### src/rtl/minicpu_fetch_seq_pkg.sv
// Shared MiniCPU constants for the fetch sequencer: PCU operation encodings,
// default prefix opcodes and the sequencer state type.
package minicpu_fetch_seq_pkg;

  localparam logic [1:0] pIP_Out    = 2'd0;
  localparam logic [1:0] pIP_Plus_1 = 2'd1;
  localparam logic [1:0] pOp_Hold   = 2'd0;
  localparam logic [1:0] pOp_In     = 2'd1;

  localparam logic [3:0]  pPFX_DEF    = 4'h2;
  localparam logic [3:0]  pNFX_DEF    = 4'h6;
  localparam int unsigned pMaxPfx_DEF = 3;

  typedef enum logic {
    ST_IDLE,
    ST_FETCH
  } fetch_state_e;

  function automatic logic is_prefix(input logic [3:0] opc,
                                     input logic [3:0] pfx_opc,
                                     input logic [3:0] nfx_opc);
    return (opc == pfx_opc) || (opc == nfx_opc);
  endfunction

endpackage

### src/rtl/minicpu_fetch_seq_if.sv
// Fetch sequencer bus: EU handshake, SPI instruction memory and PCU controls.
// The sequencer uses the master modport; the EU/PCU/memory side uses slave.
interface minicpu_fetch_seq_if;

  logic       Fetch;
  logic       MISO;
  logic       nCS;
  logic       SCK;
  logic       Busy;
  logic       Done;
  logic [3:0] Opc;
  logic       Err;
  logic       IP_En;
  logic [1:0] IP_Op;
  logic       Op_En;
  logic [1:0] Op_Op;
  logic       PCU_Inc;
  logic       Op_Inv;
  logic       PCU_DI;

  modport master (
    input  Fetch, MISO,
    output nCS, SCK, Busy, Done, Opc, Err,
           IP_En, IP_Op, Op_En, Op_Op, PCU_Inc, Op_Inv, PCU_DI
  );

  modport slave (
    output Fetch, MISO,
    input  nCS, SCK, Busy, Done, Opc, Err,
           IP_En, IP_Op, Op_En, Op_Op, PCU_Inc, Op_Inv, PCU_DI
  );

endinterface

### src/rtl/minicpu_fetch_seq.sv
// MiniCPU instruction fetch sequencer: 16-clock SPI fetch windows, opcode
// capture, operand nibble shifting into the PCU and PFX/NFX chain refetch.
module minicpu_fetch_seq
  import minicpu_fetch_seq_pkg::*;
#(
  parameter logic [3:0]  pPFX    = pPFX_DEF,
  parameter logic [3:0]  pNFX    = pNFX_DEF,
  parameter int unsigned pMaxPfx = pMaxPfx_DEF
) (
  input logic                 Clk,
  input logic                 Rst,
  minicpu_fetch_seq_if.master bus
);

  localparam int unsigned      PFX_W     = (pMaxPfx < 1) ? 1 : $clog2(pMaxPfx + 1);
  localparam logic [PFX_W-1:0] PFX_LIMIT = PFX_W'(pMaxPfx);

  fetch_state_e     state, state_nxt;
  logic [3:0]       k, k_nxt;
  logic [PFX_W-1:0] pfx, pfx_nxt;
  logic [3:0]       opc_sr, opc_sr_nxt;
  logic [3:0]       opc_q, opc_nxt;
  logic             done_q, done_nxt;
  logic             err_q, err_nxt;

  always_ff @(posedge Clk or posedge Rst) begin
    if (Rst) begin
      state  <= ST_IDLE;
      k      <= '0;
      pfx    <= '0;
      opc_sr <= '0;
      opc_q  <= '0;
      done_q <= 1'b0;
      err_q  <= 1'b0;
    end else begin
      state  <= state_nxt;
      k      <= k_nxt;
      pfx    <= pfx_nxt;
      opc_sr <= opc_sr_nxt;
      opc_q  <= opc_nxt;
      done_q <= done_nxt;
      err_q  <= err_nxt;
    end
  end

  always_comb begin
    state_nxt  = state;
    k_nxt      = k;
    pfx_nxt    = pfx;
    opc_sr_nxt = opc_sr;
    opc_nxt    = opc_q;
    done_nxt   = 1'b0;
    err_nxt    = err_q;

    bus.nCS     = 1'b1;
    bus.SCK     = 1'b0;
    bus.Busy    = 1'b0;
    bus.IP_En   = 1'b0;
    bus.IP_Op   = pIP_Out;
    bus.Op_En   = 1'b0;
    bus.Op_Op   = pOp_Hold;
    bus.PCU_Inc = 1'b0;
    bus.Op_Inv  = 1'b0;
    bus.PCU_DI  = 1'b0;

    unique case (state)
      ST_IDLE: begin
        if (bus.Fetch) begin
          state_nxt = ST_FETCH;
          k_nxt     = '0;
          pfx_nxt   = '0;
          err_nxt   = 1'b0;
        end
      end

      ST_FETCH: begin
        bus.nCS     = 1'b0;
        bus.SCK     = k[0];
        bus.Busy    = 1'b1;
        bus.IP_En   = 1'b1;
        bus.IP_Op   = pIP_Plus_1;
        bus.Op_Op   = pOp_In;
        bus.PCU_Inc = (k == 4'd0);

        // Even k in the first half carries opcode bits, second half operand bits.
        if (!k[0] && !k[3]) begin
          opc_sr_nxt = {opc_sr[2:0], bus.MISO};
        end
        if (!k[0] && k[3]) begin
          bus.Op_En  = 1'b1;
          bus.PCU_DI = bus.MISO;
        end
        bus.Op_Inv = (k == 4'd14) && (opc_sr == pNFX);

        // k wraps 15 -> 0, so a prefix refetch simply stays in FETCH.
        k_nxt = k + 4'd1;
        if (k == 4'd15) begin
          if (is_prefix(opc_sr, pPFX, pNFX)) begin
            if (pfx < PFX_LIMIT) begin
              pfx_nxt = pfx + PFX_W'(1);
            end else begin
              state_nxt = ST_IDLE;
              pfx_nxt   = '0;
              err_nxt   = 1'b1;
              done_nxt  = 1'b1;
            end
          end else begin
            state_nxt = ST_IDLE;
            pfx_nxt   = '0;
            opc_nxt   = opc_sr;
            done_nxt  = 1'b1;
          end
        end
      end

      default: state_nxt = ST_IDLE;
    endcase
  end

  assign bus.Done = done_q;
  assign bus.Opc  = opc_q;
  assign bus.Err  = err_q;

endmodule

### src/flat_wrapper.sv
// flat-port wrapper written by rule: the top's interface ports become plain ports
module minicpu_fetch_seq_flat import minicpu_fetch_seq_pkg::*;
#(
  parameter logic [3:0]  pPFX    = pPFX_DEF,
  parameter logic [3:0]  pNFX    = pNFX_DEF,
  parameter int unsigned pMaxPfx = pMaxPfx_DEF
)
  (Clk, Rst, bus_Fetch, bus_MISO, bus_nCS, bus_SCK, bus_Busy, bus_Done, bus_Opc, bus_Err, bus_IP_En, bus_IP_Op, bus_Op_En, bus_Op_Op, bus_PCU_Inc, bus_Op_Inv, bus_PCU_DI);
  minicpu_fetch_seq_if bus_i ();
  input logic Clk;
  input logic Rst;
  input wire logic [$bits(bus_i.Fetch)-1:0] bus_Fetch;
  input wire logic [$bits(bus_i.MISO)-1:0] bus_MISO;
  output wire logic [$bits(bus_i.nCS)-1:0] bus_nCS;
  output wire logic [$bits(bus_i.SCK)-1:0] bus_SCK;
  output wire logic [$bits(bus_i.Busy)-1:0] bus_Busy;
  output wire logic [$bits(bus_i.Done)-1:0] bus_Done;
  output wire logic [$bits(bus_i.Opc)-1:0] bus_Opc;
  output wire logic [$bits(bus_i.Err)-1:0] bus_Err;
  output wire logic [$bits(bus_i.IP_En)-1:0] bus_IP_En;
  output wire logic [$bits(bus_i.IP_Op)-1:0] bus_IP_Op;
  output wire logic [$bits(bus_i.Op_En)-1:0] bus_Op_En;
  output wire logic [$bits(bus_i.Op_Op)-1:0] bus_Op_Op;
  output wire logic [$bits(bus_i.PCU_Inc)-1:0] bus_PCU_Inc;
  output wire logic [$bits(bus_i.Op_Inv)-1:0] bus_Op_Inv;
  output wire logic [$bits(bus_i.PCU_DI)-1:0] bus_PCU_DI;
  assign bus_i.Fetch = bus_Fetch;
  assign bus_i.MISO = bus_MISO;
  assign bus_nCS = bus_i.nCS;
  assign bus_SCK = bus_i.SCK;
  assign bus_Busy = bus_i.Busy;
  assign bus_Done = bus_i.Done;
  assign bus_Opc = bus_i.Opc;
  assign bus_Err = bus_i.Err;
  assign bus_IP_En = bus_i.IP_En;
  assign bus_IP_Op = bus_i.IP_Op;
  assign bus_Op_En = bus_i.Op_En;
  assign bus_Op_Op = bus_i.Op_Op;
  assign bus_PCU_Inc = bus_i.PCU_Inc;
  assign bus_Op_Inv = bus_i.Op_Inv;
  assign bus_PCU_DI = bus_i.PCU_DI;
  minicpu_fetch_seq #(.pPFX(pPFX), .pNFX(pNFX), .pMaxPfx(pMaxPfx)) u_core (.Clk(Clk), .Rst(Rst), .bus(bus_i));
endmodule
### config.mk
export PLATFORM = sky130hd
export DESIGN_NAME = minicpu_fetch_seq_flat
export DESIGN_NICKNAME = d
export VERILOG_FILES = /design/src/rtl/minicpu_fetch_seq_pkg.sv /design/src/rtl/minicpu_fetch_seq_if.sv /design/src/rtl/minicpu_fetch_seq.sv /design/src/flat_wrapper.sv
export SDC_FILE = /design/constraint.sdc
export NUM_CORES = 1
export LEC_CHECK = 0
export ABC_AREA = 0
export CORE_MARGIN = 3
export CORE_UTILIZATION = 33
export CTS_BUF_LIST = sky130_fd_sc_hd__clkbuf_4 sky130_fd_sc_hd__clkbuf_8 sky130_fd_sc_hd__clkbuf_16
export DETAILED_ROUTE_END_ITERATION = 16
export SYNTH_ARGS = -nofsm -noshare
export SYNTH_HDL_FRONTEND = slang
export SYNTH_SLANG_ARGS = --single-unit
### constraint.sdc
create_clock -name Clk -period 1.99 [get_ports Clk]
set_input_delay 0.398 -clock Clk [delete_from_list [all_inputs] [get_ports Clk]]
set_output_delay 0.398 -clock Clk [all_outputs]
set_load 0.005 [all_outputs]
# Word-level counts from Yosys, hierarchy flattened
# Index checks and enable logic that the tools add are counted.
[totals] ramBits=0 register_bits=17 in_bits=4 latch_bits=0 romBits=0 elab_cells=62 output_inout_bits=18 n_memories=0
[classes] div=0 order_cmp=1 n_reduce_logical=11 n_mul=0 shift=0 mux=31 add_sub_neg=2 bitwise_logic=2 eq_ne=8
[ops] operator="$mux 1" n=22
[ops] operator="$eq 4x4->1 const B" n=2
[ops] operator="$mux 2" n=4
[ops] operator="$ne 2x2->1 const B" n=4
[ops] operator="$pmux 4 s2" n=1
[ops] operator="$add 4x1->4 const B" n=1
[ops] operator="$eq 4x2->1 const B" n=1
[ops] operator="$eq 4x3->1 const B" n=1
[ops] operator="$logic_not 4->1" n=1
[ops] operator="$mux 4" n=1
[ops] operator="$pmux 1 s2" n=2
[ops] operator="$pmux 2 s2" n=1
[ops] operator="$reduce_and 2->1" n=2
[ops] operator="$reduce_and 4->1" n=1
[ops] operator="$logic_and 1x1->1" n=3
[ops] operator="$reduce_and 3->1" n=1
[ops] operator="$add 2x1->2 const B" n=1
[ops] operator="$logic_not 1->1" n=2
[ops] operator="$lt 2x2->1 const B" n=1
[ops] operator="$not 1->1" n=2
[ops] operator="$logic_or 1x1->1" n=1

# Logic depth before layout (Yosys ltp)
[logic_depth] ltp_word=5 depth_mapped=4 mapped_depth_nobuf=4

# Worst setup path after synthesis
# OpenSTA, ideal clock, no wires.
[synth_timing] path_kind="reg2reg" startpoint="register u_core.k[0]" endpoint="register u_core.opc_q[2] (netlist: u_core.bus.Opc[2])" synth_period_minus_slack_ns=1.428 arrival_time_ns=1.303 required_time_ns=1.865 path_stages_with_launch=5 path_slack_ns=0.562 path_cell_list="dfrtp_1 > ha_1 > nand4_4 > nor2b_4 > mux2_4"
[synth_between] elab_chain_cells=2
[synth_rtl] item="from (decl)" line="minicpu_fetch_seq.sv:19" rtl="logic [3:0] k, k_nxt;"
[synth_rtl] item="from (signal assigned)" line="minicpu_fetch_seq.sv:37" rtl="k <= k_nxt;"
[synth_rtl] item="$eq 4x4->1" line="minicpu_fetch_seq.sv:97" rtl="if (k == 4'd15) begin"
[synth_rtl] item="$reduce_and 3->1 (no line)"
[synth_rtl] item="to (signal assigned)" line="minicpu_fetch_seq.sv:40" rtl="opc_q <= opc_nxt;"
[synth_rtl] item="to (decl)" line="minicpu_fetch_seq.sv:22" rtl="logic [3:0] opc_q, opc_nxt;"
# Every way passes these cells.
# A chain may end at the register's enable or synchronous reset.

# Worst setup path after layout
[layout_timing] startpoint="register u_core.state" endpoint="output bus_SCK"
[layout_between] elab_chain_cells=1
[layout_rtl] item="from (decl)" line="minicpu_fetch_seq.sv:18" rtl="fetch_state_e state, state_nxt;"
[layout_rtl] item="from (signal assigned)" line="minicpu_fetch_seq.sv:36" rtl="state <= state_nxt;"
[layout_rtl] item="$mux 1" line="minicpu_fetch_seq.sv:66" rtl="unique case (state)"
[layout_rtl] item="to (decl)" line="flat_wrapper.sv:15" rtl="output wire logic [$bits(bus_i.SCK)-1:0] bus_SCK;"
# Every way passes these cells.

==> impl_results.md <==
* Max Clock Freq at 523 MHz
* LEAKAGE at 0.567 nW
* Layout cell share with drive strength beyond 1 at 0.340
* First-pass GRT wire length at 2860 um
* Tmin final at 1.91 ns
* Clk Latency, worst-skew pair at between 0.2 and 0.3 ns
* Final HPWL DP at 1240 um
* Cell variety after synth at 32
* Max Cap Violations at 0
* Drt total wl at 1770 um
* Yosys warns at 0
* Worst endpoint required time at 1.59 ns
* Total GRT Usage at 0.113
* ANT nets after route at 0
* Post-Synthesis Cells at 74
* Critical path's largest stage delay at 0.50 ns
* Pre-Repair DR Iteration Count at 4
* Via density at 4.65
* Final setup violation count at 0
* Drt wl/cell at between 10 and 15 um
* Number of flops mapped to enable cells by yosys at 0
* Multi-input gate area at 379 um2
* GRT Residual Overflow at 0
* Status: complete, no violations
* Mapped cell area at 872 um2
* CP Class: reg -> out
* Die ar. at roughly 3300 um2
* Cell area power density at 1490 nW/um2
* Max Clock Skew at roughly 0.0023 ns
* Placed Area at 1080 um2
* Yosys reg bits at 17
* Filler Cell Count at between 200 and 250
* # clock sinks at 17
* Diode count at 0
* Die Y at 57.4 um
* # rows at 18
* GPL Wtd Cong at 0.774
* Crit-path cells: inv_1 -> buf_4 -> nor2_1 -> clkdlybuf4s50_1
* # IOs at 22
* Initial antenna violation count at 0
* Root Driver: clkbuf_4
* Final Cell Area at around 1200 um2
* Initial DRC count at 6
* Largest net degree at the start of global routing at 18
* Core area at 2500 um2
* Number of global-route vias before repair at 649
* Mapped Avg Cell Area at between 10 and 15 um2
* Count of input and output buffers at 19
* CTS buffer count at 3
* Worst-margin pin slew at 0.646 ns
* Final net count at 115
* Via count at 633
* Die Span X at approximately 57 um
* Starting density of the core at 0.349
* Slowest cell on the critical path: clkdlybuf4s50_1
* CTS tree: done
* Final worst-path cycle share at 0.960
* DRC at 0
* Final Non-Filler Cells at 136
* Post-CTS Hold Buffers at 0
* Worst Path Arrival at 1.51 ns
* FF+latch area at between 400 and 500 um2
* Top FF cell, synth: dfrtp_1
* Slew Viols, Final at 0
* Bufs on Longest Clock Path at 2
* Worst-path clk slew at 0.11 ns
* Synth async-reset ratio at 1.00
* Layout overhead on the synthesized area at 37.3%
* Flop2flop setup slack at 0.43 ns
* Seq/Total Area, Yosys at 0.488
* CP Launch Type: register
* Hold Crit Class: in -> async
* Max VDD drop at approximately 0.84 mV
* Final Hold Viols at 0
* Crit Path Max Fanout at 5
* Pre-CTS setup slack at 0.117 ns
* Worst slew margin at 0.569
* Crit path capture type: output port
* Number of H-tree levels at 1
* Fin worst setup slack at around 0.079 ns
* Placed Cells at 122
## flip-flops by register name (all words and copies together), names as in the netlist
signal           cells
u_core.bus.Opc       4
u_core.k             4
u_core.opc_sr        4
u_core.pfx           2
u_core.bus.Done      1
u_core.bus.Err       1
u_core.state         1
## worst paths after layout
path,from,to,cells after the start
min in group Clk,u_core.pfx[0],u_core.pfx[0],1
setup / recovery,u_core.state,bus_SCK,4
setup reg to reg,u_core.k[0],u_core.bus.Opc[2],5
hold / removal,Rst,u_core.bus.Opc[0],2
hold reg to reg,u_core.pfx[0],u_core.pfx[0],1
max in group asynchronous,Rst,u_core.state,2
## cells in the mapped netlist, types with 2 or more instances
cell | number | area share
buf_4 | 5 | 0.043
nand3_1 | 3 | 0.017
inv_1 | 6 | 0.026
nor2_1 | 4 | 0.017
nand2_1 | 4 | 0.017
buf_6 | 2 | 0.026
dfrtp_1 | 17 | 0.49
ha_1 | 4 | 0.057
mux2_4 | 2 | 0.034
mux2_2 | 4 | 0.052
o21ai_0 | 2 | 0.011
## where the power goes
| group | switching [mW] | internal (mW) |
|---|---|---|
| sequential | 0.115 | 0.493 |
| clock | 0.117 | 0.0748 |
| combinational | 0.381 | 0.608 |
## critical path: cells and delay by family (launching register included)
kind	cells	cell delay [ns]
and+or+nand+nor	1	0.08
DFF	1	0.41
buffers and inverters	3	0.72
## cell usage in the layout (no fill, tap or decap), types with 2 or more instances in the layout
cell type and count:
buf_4 15, clkbuf_4 3, clkdlybuf4s50_1 16, conb_1 2, dfrtp_1 15, dfrtp_2 2, dlygate4sd2_1 2, ha_1 4
inv_1 5, mux2_2 4, mux2_4 2, nand2_1 4, nand3_1 3, nor2_1 4, o21ai_0 2
## per-layer routing
metal / global-route usage / vias up / share of wire
met4: 0.0596 / 0 / 0.012
met3: 0.0271 / 2 / 0.033
met5: 0 / - / 0
met2: 0.182 / 12 / 0.49
met1: 0.140 / 303 / 0.46
li1: - / 316 / -
## cells by family (layout without fill, tap and decap cells)
logic type	after synthesis	after routing	synth area share
AOI/OAI and AO/OA	10	10	0.0875
and+or+nand+nor	21	21	0.161
other	1	2	0.00430
xor gates and xnor gates	1	1	0.0100
DFF	17	17	0.488
buffers and inverters	13	44	0.0947
muxes	7	7	0.0976
adders and majority gates	4	4	0.0574
## metrics by stage
step / util / hold slack (ns) / TNS (ns) / total power, mW
CTS: 0.460 / 0.509 / 0 / 1.73
finish: 0.479 / 0.477 / 0 / 1.79
floorplan: - / 0.324 / 0 / 1.12
detailed placement: 0.432 / 0.491 / 0 / 1.45
global placement: 0.432 / 0.484 / 0 / 1.42
global route: 0.479 / 0.531 / -0.00870 / 1.93
## final cells by class
cell class	instances	area share
Sequential cell	17	0.357
Inverter	6	0.0188
Tap cell	30	0.0313
Clock buffer	3	0.0188
Multi-Input combinational cell	45	0.317
Timing Repair Buffer	34	0.253
Clock inverter	1	0.00418
## what timing repair did
action,4_1_cts,5_1_grt
setup buffers,5,5
resized for setup,6,2
pin swaps,0,0
setup endpoints to repair,4,3
(Power assumes the default switching activity.)
